<file path="config.mk">
export PLATFORM = sky130hd
export DESIGN_NAME = seg_scan_driver
export DESIGN_NICKNAME = d
export VERILOG_FILES = /design/src/rtl/seg_scan_driver.sv
export SDC_FILE = /design/constraint.sdc
export NUM_CORES = 1
export LEC_CHECK = 0
export BUFFER_PORTS_ARGS = -buffer_cell sky130_fd_sc_hd__buf_4
export CORE_ASPECT_RATIO = 2
export CORE_MARGIN = 3
export CORE_UTILIZATION = 59
export CTS_CLUSTER_DIAMETER = 150
export DETAILED_ROUTE_END_ITERATION = 6
export HOLD_SLACK_MARGIN = 0.15
export PLACE_DENSITY_LB_ADDON = 0.1
export SYNTH_ARGS = -nofsm -noshare
export SYNTH_HDL_FRONTEND = slang
export SYNTH_SLANG_ARGS = --single-unit
</file>
<file path="constraint.sdc">
create_clock -name clk -period 3.3 [get_ports clk]
set_input_delay 0.495 -clock clk [delete_from_list [all_inputs] [get_ports clk]]
set_output_delay 0.495 -clock clk [all_outputs]
set_load 0.005 [all_outputs]
</file>
<file path="src/rtl/seg_scan_driver.sv">
// -----------------------------------------------------------------------------
// seg_scan_driver
//   Time-multiplexed scanner for a multi-digit BCD display.  Only one digit
//   code is presented at a time, to a downstream seven-segment decoder.
//   The value to show is offered with a one-cycle load strobe.  A load is
//   rejected if any nibble is above 9; a rejected load raises a one-cycle
//   err pulse.  An accepted load is parked in a shadow register.  That value
//   is copied into the display register only at the end of a scan frame, so
//   the display never shows a mix of old and new digits.  Leading zeros can
//   be blanked; digit 0 is never blanked.
//
// Parameters
//   DIGITS   number of BCD digits scanned (>= 2)
//   DIV      clock cycles each digit is held (>= 1)
//
// Ports
//   clk       in   sole clock, rising edge
//   rst       in   asynchronous active-high reset
//   load      in   one-cycle strobe offering din
//   din       in   BCD value, nibble 0 is the least significant digit
//   blank_lz  in   level, enables leading-zero blanking (not registered)
//   s         out  digit code for the decoder, always 0..9
//   an        out  one-hot digit enable, bit i selects digit i
//   blank     out  current digit is to be dark
//   err       out  one-cycle pulse after a rejected load
//   frame     out  one-cycle pulse on the first cycle of each scan frame
// -----------------------------------------------------------------------------
module seg_scan_driver #(
   parameter int DIGITS = 4,
   parameter int DIV    = 4
) (
   input  logic                clk,
   input  logic                rst,
   input  logic                load,
   input  logic [4*DIGITS-1:0] din,
   input  logic                blank_lz,
   output logic [3:0]          s,
   output logic [DIGITS-1:0]   an,
   output logic                blank,
   output logic                err,
   output logic                frame
);

   localparam int W     = 4 * DIGITS;
   localparam int CNT_W = (DIV > 1) ? $clog2(DIV) : 1;
   localparam int IDX_W = $clog2(DIGITS);

   localparam logic [CNT_W-1:0] CNT_LAST = CNT_W'(DIV - 1);
   localparam logic [IDX_W-1:0] IDX_LAST = IDX_W'(DIGITS - 1);

   // True when every nibble of v is a legal BCD digit.
   function automatic logic bcd_valid(input logic [W-1:0] v);
      logic ok;
      ok = 1'b1;
      for (int i = 0; i < DIGITS; i++) begin
         if (v[4*i +: 4] > 4'd9) ok = 1'b0;
      end
      return ok;
   endfunction

   logic [CNT_W-1:0] cnt_q, cnt_d;
   logic [IDX_W-1:0] idx_q, idx_d;
   logic [W-1:0]     shd_q, shd_d;
   logic [W-1:0]     dsp_q, dsp_d;
   logic             err_q, err_d;
   logic             frame_q, frame_d;

   logic tick;
   logic wrap;
   logic load_ok;

   always_comb begin
      tick    = (cnt_q == CNT_LAST);
      wrap    = tick && (idx_q == IDX_LAST);
      load_ok = load && bcd_valid(din);

      cnt_d = tick ? '0 : cnt_q + CNT_W'(1);

      idx_d = idx_q;
      if (tick) idx_d = wrap ? '0 : idx_q + IDX_W'(1);

      shd_d = load_ok ? din : shd_q;
      // shd_d already folds in a valid load landing on the wrap cycle, so
      // that load goes straight to the display without a frame of delay.
      dsp_d = wrap ? shd_d : dsp_q;

      err_d   = load && !load_ok;
      frame_d = wrap;
   end

   always_ff @(posedge clk or posedge rst) begin
      if (rst) begin
         cnt_q   <= '0;
         idx_q   <= '0;
         shd_q   <= '0;
         dsp_q   <= '0;
         err_q   <= 1'b0;
         frame_q <= 1'b0;
      end else begin
         cnt_q   <= cnt_d;
         idx_q   <= idx_d;
         shd_q   <= shd_d;
         dsp_q   <= dsp_d;
         err_q   <= err_d;
         frame_q <= frame_d;
      end
   end

   // Digit outputs are decoded straight from the registered scan position.
   always_comb begin
      logic rest_zero;
      rest_zero = 1'b1;
      // A digit is a leading zero when it and every more significant digit
      // are zero.
      for (int i = 0; i < DIGITS; i++) begin
         if (i >= int'(idx_q) && dsp_q[4*i +: 4] != 4'd0) rest_zero = 1'b0;
      end
      s     = dsp_q[4*idx_q +: 4];
      an    = DIGITS'(1) << idx_q;
      blank = blank_lz && (idx_q != '0) && rest_zero;
   end

   assign err   = err_q;
   assign frame = frame_q;

endmodule

</file>
* Yosys cells after proc, flatten, opt, wreduce, memory -nomap -nowiden
Cells that the tools add are included.
Widths: inputs -> output; s select.
** Cells by class
- Muxes and demuxes :: 11
- Add/subtract/negate cells :: 2
- Reductions and logical operators :: 14
- Eq/ne operators :: 2
- $lt $le $gt $ge :: 7
- Shift operators :: 2
** Operators by type and width (count)
- $gt 4x4->1 const B :: 4
- $mux 16 :: 1
- $reduce_bool 4->1 :: 4
- $shiftx 16x5->4 :: 1
- $logic_and 1x1->1 :: 8
- $mux 1 :: 8
- $add 2x1->2 const B :: 2
- $eq 2x2->1 const B :: 2
- $ge 1x2->1 const A :: 2
- $mux 2 :: 2
- $shl 1x2->4 const A :: 1
- $ge 2x2->1 const A :: 1
- $reduce_bool 2->1 :: 1
- $logic_not 1->1 :: 1
** Storage, ports and cells
- Register bits after elaboration :: 38
- Bits of input ports :: 20
- Output and inout port bits :: 11

* Depth between registers and ports, before layout
Gate-level depths: netlist of run 1.
- Depth after elaboration :: 8
- Gate-level depth with buffers :: 6

* Worst setup path before layout of run 1
Ideal clock, no wire load.
- Path type :: register to output
- Start :: register idx_q[0]
- End :: output port blank
- Cell stages (with the launch flop) :: 6
- Path buffers :: 1
- Arrival time :: 1.917 ns
- Slack :: 0.888 ns
- Cell sequence :: dfrtp_1 clkbuf_1 inv_1 ha_1 or4b_2 nor4_1
** Between the ends
- Cells in the longest elaborated chain, start to end :: 7
** Ends and longest elaborated chain
- from (decl) :: line 62 : logic [IDX_W-1:0] idx_q, idx_d;
- from (signal assigned) :: line 101 : idx_q <= idx_d;
- $ge 1x2->1 :: line 116 : if (i >= int'(idx_q) && dsp_q[4*i +: 4] != 4'd0) rest_zero = 1'b0;
- $logic_and 1x1->1 :: line 116
- $mux 1 (4 in series) :: line 116
- $logic_and 1x1->1 * :: line 120 : blank = blank_lz && (idx_q != '0) && rest_zero;
- to (decl) :: line 39 : output logic blank,
Mark *: on every way between the ends. The rest lies on a longest branch, timed or not.

* Worst setup path after layout of run 1
Same ends and word-level chain as after synthesis.

==> results of run 1 <==
==> through the flow <==
step	instances	hold slack (ps)	power, W	utilization, %	setup WS, ps
2_1_floorplan	146	403	0.000789	-	888
3_3_place_gp	199	414	0.000871	72.0	901
3_5_place_dp	199	416	0.000890	72.0	853
4_1_cts	207	322	0.00121	75.2	520
5_1_grt	207	361	0.00127	75.2	409
6_report	207	307	0.00121	75.2	544
==> path summary, 6_finish.rpt <==
check                      depth (start not counted)                    to  slack, ps                  from
max                                                5                 blank        540  idx_q[0]$_DFFE_PP0P_
min                                                2   shd_q[10]$_DFF_PP0_        310                   rst
min in group clk                                   1    cnt_q[0]$_DFF_PP0_        420    cnt_q[0]$_DFF_PP0_
max reg2reg                                        4  dsp_q[9]$_DFFE_PP0P_       1460  idx_q[0]$_DFFE_PP0P_
min reg2reg                                        1    cnt_q[0]$_DFF_PP0_        420    cnt_q[0]$_DFF_PP0_
max in group asynchronous                          3         err$_DFF_PP0_       2240                   rst
==> registers in the layout, summed over array words and instances, names as in the netlist <==
| name | cells |
|---|---|
| dsp_q | 16 |
| idx_q | 2 |
| frame | 1 |
| shd_q | 16 |
| err | 1 |
| cnt_q | 2 |
==> cell usage after synthesis (2+ instances only) <==
| master | n | area (sq um) |
|---|---|---|
| a32oi_1 | 16 | 140 |
| nor4_1 | 3 | 18.8 |
| mux2_4 | 10 | 150 |
| nor2_1 | 2 | 7.51 |
| clkbuf_1 | 3 | 11.3 |
| dfrtp_1 | 38 | 951 |
| o21ai_0 | 21 | 105 |
| mux4_2 | 4 | 90.1 |
| mux2_2 | 6 | 67.6 |
| buf_2 | 3 | 15.0 |
| buf_6 | 2 | 22.5 |
| nand2_1 | 18 | 67.6 |
| inv_1 | 3 | 11.3 |
| ha_1 | 6 | 75.1 |
==> kinds of logic after synthesis <==
logic type	after synthesis	synth area share [%]
flip-flops	38	52.5
buffers and inverters	13	3.80
AO/OA/AOI/OAI	39	14.2
AND/OR/NAND/NOR	30	8.43
multiplexers	20	17.0
adder cells (fa/ha/maj)	6	4.14
==> layout make-up <==
class,count,area (sq um),area share [%]
inverter,4,15.0,0.704
timing repair buffer,33,248,11.6
multi-input combinational,95,792,37.1
sequential,38,951,44.6
tap,29,36.3,1.70
clock inverter,1,5.00,0.235
clock buffer,7,86.3,4.05
==> power breakdown <==
part           internal [W]  switching [W]  total, W  leakage, nW
combinational      0.000146      0.0000840  0.000230        0.456
sequential         0.000574      0.0000811  0.000655        0.461
clock              0.000168       0.000158  0.000326       0.0482
total              0.000888       0.000323   0.00121        0.965
==> routing by layer <==
metal | track usage, % | vias up | wire (um)
li1 | - | 608 | -
met1 | 29.1 | 679 | 1560
met2 | 41.6 | 49 | 2310
met3 | 4.29 | 15 | 207
met4 | 16.5 | 0 | 168
met5 | 0 | - | 0
==> flow_summary_export.csv, run 1 <==
group,metric,value,unit
outcome,status,"completed",
global_routing,grt_pass1_wl,7010,um
timing,fin_worst_skew,3.23,ps
logic_synthesis,synth_cells,146,
placement,port_buffers,30,
critical_path,worstPathBufferInverterCount,2,
critical_path,critical_path_class,"reg2out",
clock_tree,cts_sinks,38,
min_path,hold_class,"in2async",
timing,worst_pin_slew,693,ps
placement,gp_congestion,0.851,
timing,rsz0062_at_grt,"false",
final_layout,area_growth,17.7,%
global_routing,grt_remaining_overflow,0,
logic_synthesis,synthArstFlopShare,100,%
route,dr.pass1.iters,4,
final_layout,final_layout_size_suffix_gt1_share,35.4,%
route,vias_per_cell,6.53,
global_routing,grt_pass1_vias,1462,
global_routing,grt_usage,25.5,%
logic_synthesis,avgSynthCellArea,12.4,sq um
final_layout,final_cell_area,2130,sq um
route,avgRoutedWirePerCell,20.5,um
floorplanning,coreArea,2840,sq um
global_routing,antenna_found_initial,0,
critical_path,cp_max_fo,8,
route,drc,0,
timing,finalCritPeriodShare,83.5,%
floorplanning,die_w,45.2,um
timing,relSlewSlack,53.7,%
floorplanning,io_pins,31,
critical_path,crit_chain,"inv_1, ha_1, or4b_2, nor4_1, buf_4",
critical_path,path_delay_family,"simple AND/OR/NAND/NOR gates",
final_layout,num-fill-cells,209,
critical_path,cp_slowest_stage_delay,630,ps
timing,fmax,363,MHz
route,wl,4250,um
clock_tree,post_cts_buffers,0,
logic_synthesis,synth-main-ff-cell,"dfrtp_1",
floorplanning,start_util,63.8,%
critical_path,cpMaxStageDelayCell,"or4b_2",
final_layout,n_antenna_cell,0,
timing,finalHoldViolations,0,
clock_tree,cts_tree,"done",
logic_synthesis,ys_seq_area_share,52.5,%
placement,place_hpwl,2960,um
power,powerDensity,568,nW/um^2
route,num_vias,1351,
clock_tree,post_cts_resize_count,0,
logic_synthesis,ys_types,25,
critical_path,setup.worst_path.end_class,"primary output",
timing,setup_viol,0,
global_routing,grt_max_degree,21,
critical_path,worstSetupStartpointType,"register",
floorplanning,dieArea,3810,sq um
critical_path,critPathRequiredTime,2800,ps
clock_tree,insertion_delay,290,ps
clock_tree,root_buffer,"clkbuf_8",
route,drt_iter0_markers,46,
clock_tree,cts_max_level,2,
placement,dpl_cell_area,2040,sq um
route,postRouteAntennaNets,0,
timing,fin_crit,2760,ps
clock_tree,clk_path_buf_depth,2,
job,cap_viol_max_count,0,
clock_tree,path_clk_slew,70,ps
power,ir_drop,0.488,mV
final_layout,final_cell_mix,"dfrtp_1, buf_4, o21ai_0",
logic_synthesis,synth_edf_count,0,
logic_synthesis,syn-num-nets,172,
clock_tree,numCtsBuffers,5,
logic_synthesis,synth_warnings,0,
logic_synthesis,synthesis.area,1810,sq um
floorplanning,die_h,84.4,um
power,p_leak,0.965,nW
timing,drv_slew,0,
floorplanning,num_rows,27,
final_layout,final_common_cell,"dfrtp_1",
logic_synthesis,synth-seq-cells,38,
timing,finalSetupTns,0,ps
final_layout,nets,203,
critical_path,crit_arrival,2260,ps
clock_tree,hold_buffers,0,
Power figures use the tool's default switching activity.
==> inputs of run 2 (changes only) <==
CORE_UTILIZATION = 49   (was 59)
clock period = 2.2 ns   (was 3.3 ns; I/O delays follow)
==> flow_summary_export.csv, run 2 (synthesis results as in run 1) <==
group,metric,value,unit
final_layout,final_common_cell,"dfrtp_1",
timing,relSlewSlack,54.0,%
final_layout,final_layout_size_suffix_gt1_share,39.2,%
job,cap_viol_max_count,0,
critical_path,r2r-start,"idx_q[0]$_DFFE_PP0P_",
placement,dpl_cell_area,2100,sq um
global_routing,grt_remaining_overflow,0,
critical_path,crit_arrival,1740,ps
floorplanning,num_rows,30,
final_layout,nets,206,
critical_path,endpoint,"blank",
global_routing,grt_pass1_wl,6840,um
floorplanning,dieArea,4510,sq um
min_path,hold_class,"in2async",
outcome,status,"completed",
timing,finalCritPeriodShare,94.0,%
power,p_int,0.00142,W
critical_path,rrSetupSlack,470,ps
clock_tree,hold_buffers,0,
placement,gp_congestion,0.823,
timing,fin_crit,2070,ps
clock_tree,clk_path_buf_depth,2,
critical_path,critical_path_class,"reg2out",
placement,place_hpwl,2940,um
route,dr.pass1.iters,4,
timing,drv_slew,0,
timing,fin_worst_skew,5.53,ps
floorplanning,coreArea,3450,sq um
timing,worst_slack,132,ps
floorplanning,die_w,49.0,um
clock_tree,post_cts_buffers,0,
route,postRouteAntennaNets,0,
final_layout,top_regs,"dsp_q (16), shd_q (16)",
route,vias_per_cell,5.79,
route,drc,0,
floorplanning,die_h,92.0,um
critical_path,reg2reg_depth,6,
power,p_seq_share,51.3,%
global_routing,grt_usage,20.1,%
final_layout,num-fill-cells,292,
clock_tree,path_clk_slew,70,ps
critical_path,cp_max_fo,4,
final_layout,n_antenna_cell,0,
clock_tree,cts_max_level,2,
clock_tree,insertion_delay,290,ps
critical_path,crit_path_start,"idx_q[1]$_DFFE_PP0P_",
power,power,0.00191,W
route,drt_iter0_markers,51,
clock_tree,cts_sinks,38,
timing,fmax,484,MHz
timing,rsz0062_at_grt,"false",
critical_path,r2r_end,"dsp_q[3]$_DFFE_PP0P_",
floorplanning,io_pins,31,
power,powerDensity,858,nW/um^2
timing,worst_pin_slew,689,ps
route,num_vias,1327,
power,ir_drop,0.831,mV
final_layout,area_growth,22.7,%
timing,fin_hold_ws,147,ps
timing,setup_viol,0,
clock_tree,cts_tree,"done",
route,wl,4100,um
clock_tree,root_buffer,"clkbuf_8",
critical_path,worstSetupStartpointType,"register",
route,avgRoutedWirePerCell,17.9,um
power,pwr-share-comb,18.1,%
power,clkPwrFrac,30.5,%
global_routing,grt_max_degree,23,
floorplanning,start_util,52.5,%
timing,finalHoldViolations,0,
power,p_sw,0.000489,W
power,p_sw_share,25.7,%
critical_path,critPathRequiredTime,1870,ps
global_routing,antenna_found_initial,0,
timing,finalSetupTns,0,ps
placement,pre_cts_slack,171,ps
clock_tree,numCtsBuffers,5,
final_layout,final_cell_area,2220,sq um
critical_path,setup.worst_path.end_class,"primary output",
final_layout,final_cell_mix,"dfrtp_1, buf_4, o21ai_0",
global_routing,grt_pass1_vias,1384,
placement,port_buffers,30,
power,p_leak,0.997,nW
-- run 2: changes by cell type in the layout (fill, tap and decap cells not counted), sizes merged --
cell	previous run	this run
buf	33	36
clkbuf	7	5
bufinv	0	1
clkinv	2	3
-- run 2: per-stage QoR --
stage	instances	util [%]
floorplan	146	-
global placement	221	60.8
detailed placement	221	60.8
CTS	229	64.3
global route	229	64.3
finish	229	64.3
-- run 2: area by class of cell --
| class | instances | area [sq um] | area share [%] |
|---|---|---|---|
| clock buffers | 5 | 68.8 | 3.10 |
| clock inverters | 3 | 40.0 | 1.80 |
| inverters | 4 | 15.0 | 0.676 |
| multi-input cells | 95 | 805 | 36.2 |
| flip-flops and latches | 38 | 951 | 42.8 |
| well taps | 48 | 60.1 | 2.70 |
| repair buffers | 36 | 283 | 12.7 |
-- run 2: worst max-delay path, cell delays in order, from the launching register on --
cell	delay, ps
dfrtp_1	370
inv_2	60
ha_2	180
or4b_4	510
nor4_2	170
buf_4	150
-- run 2: what timing repair did --
item / 4_1_cts / 5_1_grt
resized for setup: 5 / 0
endpoints found under the hold margin: 0 / 0
endpoints found under the setup margin: 1 / 0
-- run 2: how the worst min path moves through the flow --
| stage | cells past startpoint | end |
|---|---|---|
| floorplan | 1 | cnt_q[0]$_DFF_PP0_ |
| global placement | 1 | cnt_q[0]$_DFF_PP0_ |
| detailed placement | 1 | cnt_q[0]$_DFF_PP0_ |
| CTS | 2 | shd_q[3]$_DFF_PP0_ |
| global route | 2 | frame$_DFF_PP0_ |
| finish | 2 | shd_q[2]$_DFF_PP0_ |
-- run 2: power by group through the flow --
stage | Clock [W] | Sequential, W | Combinational (W)
4_1_cts | 0.000591 | 0.000976 | 0.000350
3_5_place_dp | 0 | 0.000984 | 0.000348
5_1_grt | 0.000618 | 0.000993 | 0.000385
3_3_place_gp | 0 | 0.000978 | 0.000333
2_1_floorplan | 0 | 0.000941 | 0.000243
6_report | 0.000582 | 0.000978 | 0.000346
-- run 2: layer usage --
| metal | global-route usage [%] | share of wire (%) |
|---|---|---|
| met5 | 0 | 0 |
| met4 | 8.79 | 1.9 |
| met3 | 5.37 | 4.3 |
| met2 | 34.7 | 56 |
| met1 | 22.8 | 38 |
